<file path="src/rtl/imem_port_arbiter.sv">
// Single-port instruction RAM arbiter: write > data read > fetch, with a
// starvation guard that promotes a long-waiting fetch to top priority.
module imem_port_arbiter #(
    parameter int ADDR_WIDTH  = 9,
    parameter int DATA_WIDTH  = 32,
    parameter int MAX_IF_WAIT = 4
) (
    input  logic                  clock,
    input  logic                  reset,
    input  logic                  if_req,
    input  logic [ADDR_WIDTH-1:0] if_addr,
    output logic                  if_gnt,
    output logic                  if_rvalid,
    output logic [DATA_WIDTH-1:0] if_rdata,
    input  logic                  rd_req,
    input  logic [ADDR_WIDTH+1:0] rd_addr,
    output logic                  rd_gnt,
    output logic                  rd_rvalid,
    output logic [DATA_WIDTH-1:0] rd_rdata,
    input  logic                  wr_req,
    input  logic [ADDR_WIDTH+1:0] wr_addr,
    input  logic [3:0]            wr_strb,
    input  logic [DATA_WIDTH-1:0] wr_data,
    output logic                  wr_gnt,
    output logic                  ram_en,
    output logic [3:0]            ram_we,
    output logic [ADDR_WIDTH-1:0] ram_addr,
    output logic [DATA_WIDTH-1:0] ram_wdata,
    input  logic [DATA_WIDTH-1:0] ram_rdata
);

    typedef enum logic [1:0] {
        SEL_NONE = 2'd0,
        SEL_IF   = 2'd1,
        SEL_RD   = 2'd2
    } resp_sel_t;

    logic [3:0]            if_wait_cnt_reg;
    logic [3:0]            if_wait_cnt_next;
    resp_sel_t             resp_sel_reg;
    resp_sel_t             resp_sel_next;
    logic [DATA_WIDTH-1:0] if_hold_reg;
    logic [DATA_WIDTH-1:0] rd_hold_reg;
    logic                  promoted;
    logic                  unused_addr_bits;

    // Byte-offset bits never reach the word-addressed RAM.
    assign unused_addr_bits = ^{rd_addr[1:0], wr_addr[1:0]};

    assign promoted = (if_wait_cnt_reg == 4'(MAX_IF_WAIT));

    // Reset gates the grants so nothing reaches the RAM while it is held.
    always_comb begin
        if_gnt = 1'b0;
        rd_gnt = 1'b0;
        wr_gnt = 1'b0;
        if (!reset) begin
            if (promoted && if_req) begin
                if_gnt = 1'b1;
            end else if (wr_req) begin
                wr_gnt = 1'b1;
            end else if (rd_req) begin
                rd_gnt = 1'b1;
            end else if (if_req) begin
                if_gnt = 1'b1;
            end
        end
    end

    always_comb begin
        ram_en    = if_gnt | rd_gnt | wr_gnt;
        ram_addr  = '0;
        ram_wdata = '0;
        if (wr_gnt) begin
            ram_addr  = wr_addr[ADDR_WIDTH+1:2];
            ram_wdata = wr_data;
        end else if (rd_gnt) begin
            ram_addr  = rd_addr[ADDR_WIDTH+1:2];
        end else if (if_gnt) begin
            ram_addr  = if_addr;
        end
    end

    generate
        for (genvar gi = 0; gi < 4; gi++) begin : g_lane_we
            assign ram_we[gi] = wr_gnt & wr_strb[gi];
        end
    endgenerate

    always_comb begin
        if_wait_cnt_next = if_wait_cnt_reg;
        if (!if_req || if_gnt) begin
            if_wait_cnt_next = 4'd0;
        end else if (!promoted) begin
            if_wait_cnt_next = if_wait_cnt_reg + 4'd1;
        end
    end

    always_comb begin
        resp_sel_next = SEL_NONE;
        if (if_gnt) begin
            resp_sel_next = SEL_IF;
        end else if (rd_gnt) begin
            resp_sel_next = SEL_RD;
        end
    end

    always_ff @(posedge clock or posedge reset) begin
        if (reset) begin
            if_wait_cnt_reg <= 4'd0;
            resp_sel_reg    <= SEL_NONE;
            if_hold_reg     <= '0;
            rd_hold_reg     <= '0;
        end else begin
            if_wait_cnt_reg <= if_wait_cnt_next;
            resp_sel_reg    <= resp_sel_next;
            if (resp_sel_reg == SEL_IF) begin
                if_hold_reg <= ram_rdata;
            end
            if (resp_sel_reg == SEL_RD) begin
                rd_hold_reg <= ram_rdata;
            end
        end
    end

    // Response cycle bypasses the RAM output; otherwise replay the last word.
    assign if_rvalid = (resp_sel_reg == SEL_IF);
    assign rd_rvalid = (resp_sel_reg == SEL_RD);
    assign if_rdata  = if_rvalid ? ram_rdata : if_hold_reg;
    assign rd_rdata  = rd_rvalid ? ram_rdata : rd_hold_reg;

endmodule
</file>
<file path="config.mk">
export PLATFORM = sky130hd
export DESIGN_NAME = imem_port_arbiter
export DESIGN_NICKNAME = d
export VERILOG_FILES = /design/src/rtl/imem_port_arbiter.sv
export SDC_FILE = /design/constraint.sdc
export NUM_CORES = 1
export LEC_CHECK = 0
export BUFFER_PORTS_ARGS = -buffer_cell sky130_fd_sc_hd__buf_4
export CORE_ASPECT_RATIO = 0.6
export CORE_MARGIN = 3
export CORE_UTILIZATION = 38
export DETAILED_ROUTE_END_ITERATION = 12
export PLACE_DENSITY_LB_ADDON = 0.25
export REMOVE_ABC_BUFFERS = 1
export SLEW_MARGIN = 0
export SYNTH_ARGS = -nofsm -noshare
export SYNTH_HDL_FRONTEND = slang
export SYNTH_SLANG_ARGS = --single-unit
export TNS_END_PERCENT = 30
</file>
<file path="constraint.sdc">
create_clock -name clock -period 3.35 [get_ports clock]
set_clock_uncertainty 0.05 [all_clocks]
set_input_delay 0.1675 -clock clock [delete_from_list [all_inputs] [get_ports clock]]
set_output_delay 0.1675 -clock clock [all_outputs]
set_load 0.02 [all_outputs]
</file>
After elaboration in Yosys (flattened, before gate mapping)
Index checks and enable logic that the tools add are counted.
{"block": "op_classes", "add_sub_neg": 1, "muxes": 22, "eq_ne": 4, "n_reduce_logical": 3, "bitwise_logic": 6}
{"op": "$mux 32", "count": 3}
{"op": "$mux 9", "count": 3}
{"op": "$mux 1", "count": 12}
{"op": "$mux 4", "count": 2}
{"op": "$add 4x1->4 const B", "count": 1}
{"op": "$and 1x1->1", "count": 4}
{"op": "$eq 4x3->1 const B", "count": 1}
{"op": "$mux 2", "count": 2}
{"op": "$eq 2x1->1 const B", "count": 1}
{"op": "$eq 2x2->1 const B", "count": 1}
{"op": "$ne 2x1->1 const B", "count": 1}
{"op": "$or 1x1->1", "count": 2}
{"op": "$logic_and 1x1->1", "count": 1}
{"op": "$logic_not 1->1", "count": 1}
{"op": "$logic_or 1x1->1", "count": 1}
{"block": "totals", "inputBits": 104, "wordCells": 40, "out_inout_bits": 115, "ff_bits": 70}

Logic depth before layout (Yosys ltp)
Gate-level depths: netlist of run 1.
{"block": "depth", "word_depth": 8, "depth_mapped": 8}

Least setup slack after synthesis of run 1
OpenSTA, ideal clock, no wires.
{"block": "synth_path", "path_kind": "input to output", "from": "input reset", "to": "output ram_addr[0]", "path_buffers": 1, "arrival_ns": 3.323, "required_time_ns": 3.132, "slack_ns": -0.190, "cell_stages": 4, "cell_sequence": "inv_1 -> clkbuf_1 -> o211ai_1 -> a31oi_1"}
{"block": "synth_via", "elab_chain_len": 4}
{"item": "from (decl)", "line_no": "9", "text": "input logic reset,"}
{"item": "$mux 1", "line_no": "57", "text": "if (!reset) begin"}
{"item": "$mux 9", "line_no": "79", "text": "end else if (if_gnt) begin"}
{"item": "$mux 9", "line_no": "77", "text": "end else if (rd_gnt) begin"}
{"item": "$mux 9 *", "line_no": "74", "text": "if (wr_gnt) begin"}
{"item": "to (decl)", "line_no": "27", "text": "output logic [ADDR_WIDTH-1:0] ram_addr,"}
Every way passes the cells marked *; elsewhere a longest branch is shown, timed or not.

Worst setup path after layout of run 1
{"block": "layout_path", "from": "register if_wait_cnt_reg[0]", "to": "output ram_addr[2]"}
{"block": "layout_via", "elab_chain_len": 7}
{"item": "from (decl)", "line_no": "38", "text": "logic [3:0] if_wait_cnt_reg;"}
{"item": "from (signal assigned)", "line_no": "115", "text": "if_wait_cnt_reg <= if_wait_cnt_next;"}
{"item": "$eq 4x3->1 *", "line_no": "50", "text": "assign promoted = (if_wait_cnt_reg == 4'(MAX_IF_WAIT));"}
{"item": "$logic_and 1x1->1 *", "line_no": "58", "text": "if (promoted && if_req) begin"}
{"item": "$mux 1", "line_no": "58"}
{"item": "$mux 1", "line_no": "57"}
{"item": "$mux 9", "line_no": "79"}
{"item": "$mux 9", "line_no": "77"}
{"item": "$mux 9 *", "line_no": "74"}
Marked as above.

==> flow_results.org, run 1 <==
** Final layout
- Final #Nets :: 571
- With fillers left out, the area of the finished cells amounts to 5270 um^2.
- The filler cells instantiated in the layout total 659.
- Diode insertion count for antenna repair :: 0
- In the final layout, the share of cells above drive strength 1 is 0.643.
- Relative to the synthesized area, the layout overhead comes to 62.2%.
- Utilization of the core after routing :: 0.653

** Clock tree
- Worst skew pair latency :: 0.32 ns
- Clock tree synthesis found a total of 70 sinks.
- In this run the deepest clock path goes through 2 buffers.
- After clock tree synthesis, the clock-pin slew on the worst setup and hold paths is 0.05 ns.
- Clock tree synthesis inserted a total of 9 buffers.
- Post-CTS timing repair inserted 0 buffers for setup.
- H-Tree Level Count :: 3
- Clock tree synthesis selected as its root buffer the cell sky130_fd_sc_hd__clkbuf_16.
- TritonCTS built the clock tree.

** Worst hold path
- The startpoint identified for the worst hold timing path is ram_rdata[18].
- In this run the worst hold path is classified as input port to flop.

** Pwr
- Across the VDD grid, the largest voltage drop is 0.468 mV.
- The share of total power dissipated in sequential elements is 0.339.
- The internal power of the cells totals 2.25 mW.
- The share of total power dissipated in the clock network is 0.326.
- Sw Ratio :: 0.293
- Power per cell area :: 604 nW/um^2
- Net switching power :: 0.931 mW
- Leakage power summed over all cells :: 2.59 nW
- Comb power frac :: 0.335

** Setup path
- Slowest Stage Delay on Critical Path :: 0.69 ns
- Arrival time worst endpoint :: 2.38 ns
- Type of element capturing the critical path :: output pin
- Maximum fanout count along the critical path :: 20
- The most critical setup path has its startpoint at if_wait_cnt_reg[0].
- Slowest stage cell on the critical path :: sky130_fd_sc_hd__and4b_1
- The number of buffers and inverters on the critical path is 2.
- WS Path Type :: flop to output pin
- Required time of the worst setup path :: 3.13 ns
- Worst R2R Start :: if_wait_cnt_reg[0]
- Walking the worst path, the cells encountered are inv_1 > ha_1 > and4b_1 > o211ai_1 > a31oi_1 > buf_4.
- STA classifies the critical path startpoint as a flop.
- The cell family contributing the most delay on the critical path is simple AND/OR/NAND/NOR gates.

** Timing
- Setup repair after global routing left no endpoint under its margin.
- Setup violations remaining at the end of the flow were counted as 0.
- Worst hold-check slack :: 0.0515 ns
- Fmax achieved :: 0.385 GHz
- At the pin with the least slew margin, the transition time is 0.836 ns.
- The smallest clock period supported by the final layout is computed as 2.60 ns.
- Post-route clock period utilization :: 0.776
- Slew margin rel. :: 0.443
- Final Max Slew Viols :: 0
- The number of endpoints with negative hold slack in the final report was 0.
- Adding up every negative setup slack in the final design gives 0 ns.

** Place
- The count of buffers added on input and output ports is 214.
- Final Wtd Congestion :: 0.827
- Detailed placement finished with a half-perimeter wire length of 7610 um.
- Once placement finished, the instance area stood at 4920 um^2.

** GRT
- Maximum number of pins on one net before global-route repair :: 55
- Initial antenna violation count :: 0
- For this run, the total global-route usage over all layers was measured as 0.195.
- Vias in the first global route :: 2,845
- The first global-routing pass estimated 15,000 um of wire.
- For this run the aggregate overflow at the end of global routing stands at 0.

** Routing
- The detailed router used layers up to and including met4.
- Post-detailed-route count of antenna-violating nets :: 0
- Post-Route M1 WL :: 4240 um
- The detailed router placed 2,789 vias in this run.
- Wire segments on met3 add up to 663 um in the final route.
- Using the TritonRoute via totals, the vias-per-cell ratio works out to 4.83.
- The routed design uses 4680 um of met2 wire.
- The first detailed-routing pass ran for 4 iterations.
- Remaining design rule violation count :: 0
- Number of violations reported at the end of detailed-routing iteration 0 :: 108
- Routed wire per std cell :: 16.8 um
- After detailed routing, the total wire length is 9700 um.

** Synth
- Register bit total from synthesis :: 70
- Sequential area share after synthesis :: 0.539
- The Yosys step of the flow raised 0 warnings.
- Of the total synthesized cell area, the portion taken by AND, OR, NAND and NOR gates is 0.141.
- For this run, the leading register cell type out of synthesis is sky130_fd_sc_hd__dfrtp_1.
- Main combinational cell family by area after synthesis :: multiplexers
- The cell area that synthesis handed to floorplanning was 3250 um^2.
- The fraction of the mapped netlist area in compound gates came to 0.0501.
- Of the total synthesized cell area, the portion taken by XOR and XNOR cells is 0.00270.
- sky130_fd_sc_hd__dfrtp_1 takes more of the synthesized area than any other cell.
- Most area-consuming cells after synthesis :: sky130_fd_sc_hd__dfrtp_1, sky130_fd_sc_hd__mux2_2, sky130_fd_sc_hd__and2_1
- Each instance of the synthesized netlist takes up on average 12.7 um^2.
- Synth top area share :: 0.539
- In the synthesized netlist, the cells that appear most often are sky130_fd_sc_hd__dfrtp_1, sky130_fd_sc_hd__mux2_2, sky130_fd_sc_hd__and2_1.
- Measured against the total synthesized area, the mux share comes to 0.222.
- In the synthesized netlist the async set-or-reset flop fraction comes to 1.00.
- Counting flops with a built-in enable in the synthesized netlist gives 0.
- Number of library cell types mapped by synthesis :: 30
- In the synthesized netlist, the number of instances is 256.
- Of the total synthesized cell area, the portion taken by full adders, half adders and majority gates is 0.00770.
- Yosys instantiated no cell more often than sky130_fd_sc_hd__dfrtp_1.

** Floorplan
- The floorplan step set the die height to 77.6 um.
- The die is 125 um wide.
- Overall die area :: 9730 um^2
- Core Footprint :: 8070 um^2
- Initial cell density of the core :: 0.402
- After floorplanning, the core was divided into 25 placement rows.
- For this design the top-level I/O count stands at 219.

** Run status
- Result of the run :: finished, final reports clean

** Job
- Number of max-cap violations :: 0
layout by cell type (no fill, tap or decap), types with 2 or more instances in the layout:
cell                        instances
sky130_fd_sc_hd__mux2_2            64
sky130_fd_sc_hd__nor3_1             9
sky130_fd_sc_hd__ha_1               2
sky130_fd_sc_hd__bufinv_16          2
sky130_fd_sc_hd__buf_4            216
sky130_fd_sc_hd__nand4_1            9
sky130_fd_sc_hd__nor2_1             2
sky130_fd_sc_hd__clkbuf_8           3
sky130_fd_sc_hd__a31oi_1            9
sky130_fd_sc_hd__clkbuf_16          9
sky130_fd_sc_hd__and3_1             2
sky130_fd_sc_hd__clkinv_2           2
sky130_fd_sc_hd__and2_1            36
sky130_fd_sc_hd__nand2b_1           2
sky130_fd_sc_hd__nand3_1            3
sky130_fd_sc_hd__dfrtp_1           70
sky130_fd_sc_hd__inv_1              5
sky130_fd_sc_hd__o211ai_1           9
what timing repair did:
action	4_1_cts	5_1_grt
hold buffers	1	0
gates resized for setup	0	0
endpoints found under the hold margin	17	0
power groups by stage:
| stage | clock (mW) | combinational (mW) | sequential (mW) |
|---|---|---|---|
| global route | 1.10 | 1.13 | 1.10 |
| detailed placement | 0 | 1.08 | 1.10 |
| finish | 1.04 | 1.06 | 1.08 |
| CTS | 1.06 | 1.08 | 1.08 |
| floorplan | 0 | 0.587 | 1.08 |
| global placement | 0 | 1.05 | 1.08 |
worst register-to-register path, cell delays in order, from the launching register on:
cell	delay (ns)
sky130_fd_sc_hd__dfrtp_1	0.42
sky130_fd_sc_hd__inv_1	0.08
sky130_fd_sc_hd__ha_1	0.23
sky130_fd_sc_hd__and4b_1	0.70
sky130_fd_sc_hd__o21ai_1	0.23
sky130_fd_sc_hd__o2111a_1	0.19
path summary, 6_finish.rpt:
path	end	depth (start not counted)	slack [ns]
hold / removal	rd_hold_reg[18]	2	0.05
min in group asynchronous	if_hold_reg[18]	3	0.39
max in group asynchronous	if_wait_cnt_reg[1]	4	1.83
setup reg to reg	if_wait_cnt_reg[2]	5	1.34
hold reg to reg	rd_hold_reg[3]	1	0.44
setup / recovery	ram_addr[2]	6	0.75
per-layer routing:
metal  GRT usage  up-vias
met3      0.0722       10
met2       0.310       92
met4      0.0519        0
met1       0.253     1353
met5           0        -
li1            -     1334
layout make-up:
| cell class | count | area [um^2] | share of cell area |
|---|---|---|---|
| flip-flops and latches | 70 | 1750 | 0.333 |
| clock inverters | 3 | 65.1 | 0.0124 |
| well taps | 108 | 135 | 0.0257 |
| inverters | 7 | 27.5 | 0.00523 |
| repair buffers | 217 | 1630 | 0.310 |
| multi-input cells | 160 | 1390 | 0.263 |
| clock buffers | 13 | 270 | 0.0513 |
logic make-up (layout without fill, tap and decap cells):
family / Yosys count / in the layout
DFF: 70 / 70
and+or+nand+nor: 70 / 70
muxes: 64 / 64
buffers and inverters: 26 / 240
AOI/OAI and AO/OA: 23 / 23
adders and majority gates: 2 / 2
xor gates and xnor gates: 1 / 1
metrics by stage:
stage | std cells | power, mW | setup WS [ns]
after floorplan | 237 | 1.66 | 0.290
after global placement | 561 | 2.13 | 1.13
after detailed placement | 561 | 2.17 | 1.08
after CTS | 578 | 3.23 | 0.730
after global routing | 578 | 3.34 | 0.552
final | 578 | 3.18 | 0.751
Power figures use the tool's default switching activity.
==> inputs of run 2 (changes only) <==
--- a/config.mk
+++ b/config.mk
@@ -5,10 +5,11 @@
 export SDC_FILE = /design/constraint.sdc
 export NUM_CORES = 1
 export LEC_CHECK = 0
+export ABC_AREA = 1
 export BUFFER_PORTS_ARGS = -buffer_cell sky130_fd_sc_hd__buf_4
 export CORE_ASPECT_RATIO = 0.6
 export CORE_MARGIN = 3
-export CORE_UTILIZATION = 38
+export CORE_UTILIZATION = 42
 export DETAILED_ROUTE_END_ITERATION = 12
 export PLACE_DENSITY_LB_ADDON = 0.25
 export REMOVE_ABC_BUFFERS = 1
==> constraint.sdc (replaced) <==
create_clock -name clock -period 2.59 [get_ports clock]
set_clock_uncertainty 0.05 [all_clocks]
set_input_delay 0.1295 -clock clock [delete_from_list [all_inputs] [get_ports clock]]
set_output_delay 0.1295 -clock clock [all_outputs]
set_load 0.02 [all_outputs]
==> flow_results.org, run 2 <==
** Synth
- The commonest cells after synthesis are sky130_fd_sc_hd__nand2_1, sky130_fd_sc_hd__inv_1, sky130_fd_sc_hd__dfrtp_1, sky130_fd_sc_hd__o21ai_0, sky130_fd_sc_hd__nor2_1.
- The XOR/XNOR share of the synthesized area was 0.00549 (+0.00280).
- Simple logic cell fraction of the synthesized area :: 0.205 (+0.0635)
- Adder-cell area share of the yosys netlist :: 0.00785 (+0.000145)
- The mean area per synthesized cell is 8.01 um^2 (-37%).
- Register bit total from synthesis :: 70 (unchanged)
- The share of async-settable or async-resettable flops after synthesis is 1.00 (unchanged).
- The mux contribution to synthesized area came to 0 (-0.222).
- Post-synth design cell area :: 3190 um^2 (-1.8%)
- Synth top area share :: 0.549 (+0.0102)
- The number of enable flip-flop cells after synthesis came to 0 (unchanged).
- Most common cell in the synthesized netlist :: sky130_fd_sc_hd__nand2_1
- The fraction of the mapped netlist area in compound gates came to 0.102 (+0.0520).
- The most used flip-flop cell after synthesis is sky130_fd_sc_hd__dfrtp_1.
- Summed over all instances, the cell type with the most area after synthesis is sky130_fd_sc_hd__dfrtp_1.
- Sequential area share after synthesis :: 0.549 (+0.0102)
- Number of library cell types mapped by synthesis :: 19 (-37%)
- Most area-consuming cells after synthesis :: sky130_fd_sc_hd__dfrtp_1, sky130_fd_sc_hd__nand2_1, sky130_fd_sc_hd__o21ai_0
- The number of warnings reported in the yosys synthesis log is 0 (unchanged).
- Main combinational cell family by area after synthesis :: simple AND/OR/NAND/NOR gates
- The number of standard cells after synthesis was 398 (+55%).

** Timing
- The remaining max-slew budget at the tightest pin came to 0.592 (+0.150).
- Fmax achieved :: 0.473 GHz
- Setup repair after global routing left no endpoint under its margin.
- In the finished design, the share of the clock period the worst path needs comes to 0.816.
- Final number of setup-violating endpoints :: 0 (unchanged)
- Actual transition at the worst max-transition pin :: 0.612 ns (-0.224 ns)
- Tmin final :: 2.11 ns
- Final hold violation count :: 0 (unchanged)
- The final worst slack was 0.478 ns (-0.274 ns).
- The setup total negative slack came to 0 ns (unchanged).
- The total count of max-transition violations in the final report came to 0 (unchanged).

** Setup path
- The worst setup path is launched from a flop.
- Top cell family by delay on the critical path :: buffers and inverters
- Required time of the worst setup path :: 2.41 ns (-0.72 ns)
- The maximum fanout along the worst path was 29 (+45%).
- Arrival time worst endpoint :: 1.93 ns (-0.45 ns)
- For this design, the slowest cell found on the critical path is sky130_fd_sc_hd__dfrtp_1.
- The critical path is of the flop to output pin type.
- Slowest Stage Delay on Critical Path :: 0.36 ns (-0.33 ns)
- STA classifies the critical path endpoint as an output pin.
- Counting stages on the worst path, the most repeated cell is sky130_fd_sc_hd__buf_4.
- Crit path buf inv count :: 4 (+2)
- Cells along the critical path :: inv_1 > nor2_1 > inv_2 > buf_4 > nand2_1 > o21ai_0 > buf_4

** Final layout
- The library cell used most frequently in the layout, excluding fill and tap cells, is sky130_fd_sc_hd__buf_4.
- Leaving out fill and tap cells, the most frequent cells in the layout are sky130_fd_sc_hd__buf_4, sky130_fd_sc_hd__nand2_1, sky130_fd_sc_hd__inv_1.
- The layout cell share with drive strength beyond 1 came to 0.394 (-0.248).
- The diode insertion count for antenna repair came to 0 (unchanged).
- Layout-stage area growth over the synthesis result :: 62.0%
- The net total in the final layout came to 717 (+26%).
- Final standard cell count with taps included and fillers excluded :: 716 (+24%)

** Clock tree
- The worst-skew pair later-pin latency was 0.32 ns (about the same).
- The TritonCTS sink count is 70 (unchanged).
- The clock-pin slew reported for the worst setup and hold paths after clock tree synthesis was 0.05 ns (about the same).
- The largest buffer count on any clock path is 2 (unchanged).
- Quantity of gates resized following cts :: 0 (unchanged)
- TritonCTS built the clock tree.
- The number of levels the H-tree was split into is 3 (unchanged).
- CTS placed an instance of sky130_fd_sc_hd__clkbuf_16 at the clock tree root.
- Number of buffers created by CTS :: 9 (unchanged)

** Floorplan
- The die span in y is 73.5 um (-5.3%).
- The die boundary width is 118 um (-5.5%).
- Total number of placement rows :: 23 (-8.0%)
- The effective utilization at floorplan came to 0.454 (+0.0515).
- Number of I/O pins :: 219 (unchanged)
- The placeable core region came to 7020 um^2 (-13%).
- Overall die area :: 8710 um^2 (-11%)

** Pwr
- Comb power frac :: 0.351 (+0.016)
- The switching fraction of total power is 0.332 (+0.0394).
- Leakage power summed over all cells :: 3.04 nW (+17%)
- Cell internal power dissipation :: 2.64 mW (+17%)
- Share of total power in sequential cells :: 0.359 (+0.020)
- The ratio of total power to cell area was 766 nW/um^2 (+27%).
- Clock network power share :: 0.290 (-0.036)
- The peak ir drop on the vdd network came to 0.605 mV (+29%).
- Post-layout power :: 3.96 mW (+24%)
- The power dissipated by switching net loads was 1.31 mW (+41%).

** Routing
- The length of the first detailed-routing pass in iterations was 4 (unchanged).
- The number of vias in the routed layout came to 3,236 (+16%).
- Remaining design rule violation count :: 0 (unchanged)
- The detail-routed via count per cell is 4.52 (-6.3%).
- The detailed-route wire length per cell is 14.1 um (-16%).
- The number of nets with antenna violations after routing came to 0 (unchanged).
- Drt total wl :: 10,100 um (+3.9%)
- Number of violations reported at the end of detailed-routing iteration 0 :: 214 (+98%)

** GRT
- Maximum number of pins on one net before global-route repair :: 66 (+20%)
- Vias in the first global route :: 3,252 (+14%)
- Initial antenna violation count :: 0 (unchanged)
- Overall fraction of global-route tracks in use :: 0.233 (+0.0379)
- Global-route wire length before repair :: 16,000 um (+6.3%)
- The total grt overflow came to 0 (unchanged).

** Place
- DPL Wire Length :: 7780 um (+2.1%)
- The worst slack at placement was 0.838 ns (-0.242 ns).
- Final Wtd Congestion :: 0.808 (-2.3%)
- Cell count after placement :: 699 (+25%)
- The number of buffer cells added on primary ports came to 214 (unchanged).

** Run status
- Result of the run :: finished, final reports clean

** Worst hold path
- Class of the tightest hold or removal check :: input port to flop

** Job
- Number of max-cap violations :: 0 (unchanged)
## run 2: final cells by class
type                    count  area [um^2]
multi-input cells         228         1020
inverters                  82          309
flip-flops and latches     70         1750
well taps                 100          125
fillers                   572         1860
repair buffers            220         1670
clock inverters             3         17.5
clock buffers              13          270
## run 2: path summary, 6_finish.rpt
path	from	endpoint	slack (ns)	cells past startpoint
max	resp_sel_reg[0]	if_rdata[17]	0.48	7
min	if_req	if_wait_cnt_reg[1]	0.07	3
max reg2reg	resp_sel_reg[0]	if_hold_reg[17]	1.01	6
min reg2reg	rd_hold_reg[7]	rd_hold_reg[7]	0.45	2
max in group asynchronous	reset	if_hold_reg[30]	1.11	4
min in group asynchronous	reset	rd_hold_reg[21]	0.40	3
## run 2: power by group through the flow
| stage | logic, mW | clock network [mW] | registers, mW |
|---|---|---|---|
| floorplan | 0.717 | 0 | 1.42 |
| global placement | 1.36 | 0 | 1.42 |
| detailed placement | 1.39 | 0 | 1.44 |
| CTS | 1.40 | 1.17 | 1.42 |
| global route | 1.51 | 1.23 | 1.44 |
| finish | 1.39 | 1.15 | 1.42 |
## run 2: worst register-to-register path, delay by kind of cell (launching register included)
kind / cells / cell delay (ns)
buffers and inverters: 3 / 0.74
AND/OR/NAND/NOR: 2 / 0.14
AO/OA/AOI/OAI: 1 / 0.16
flip-flops: 1 / 0.36
## run 2: routing by layer
metal | part of all wire | GRT usage | wire, um
met5 | 0 | 0 | 0
met3 | 0.082 | 0.0885 | 828
met4 | 0.014 | 0.0668 | 140
met1 | 0.41 | 0.279 | 4100
met2 | 0.50 | 0.400 | 5010
## run 2: through the flow
step | instance area, um^2 | hold slack (ns) | utilization
after global routing | 5160 | 0.0669 | 0.735
after floorplan | 3080 | 0.224 | -
after global placement | 4870 | 0.143 | 0.693
after detailed placement | 4870 | 0.154 | 0.693
after CTS | 5160 | 0.0639 | 0.735
final | 5160 | 0.0676 | 0.735
## run 2: cell families after synthesis
logic type	Yosys count
xor gates and xnor gates	2
AOI/OAI and AO/OA	65
buffers and inverters	100
and+or+nand+nor	159
adders and majority gates	2
DFF	70
## run 2: timing repair
| item | 4_1_cts | 5_1_grt |
|---|---|---|
| setup buffers | 0 | 0 |
| endpoints found under the setup margin | 0 | 0 |
| hold buffers | 1 | 0 |
| hold endpoints to repair | 20 | 0 |
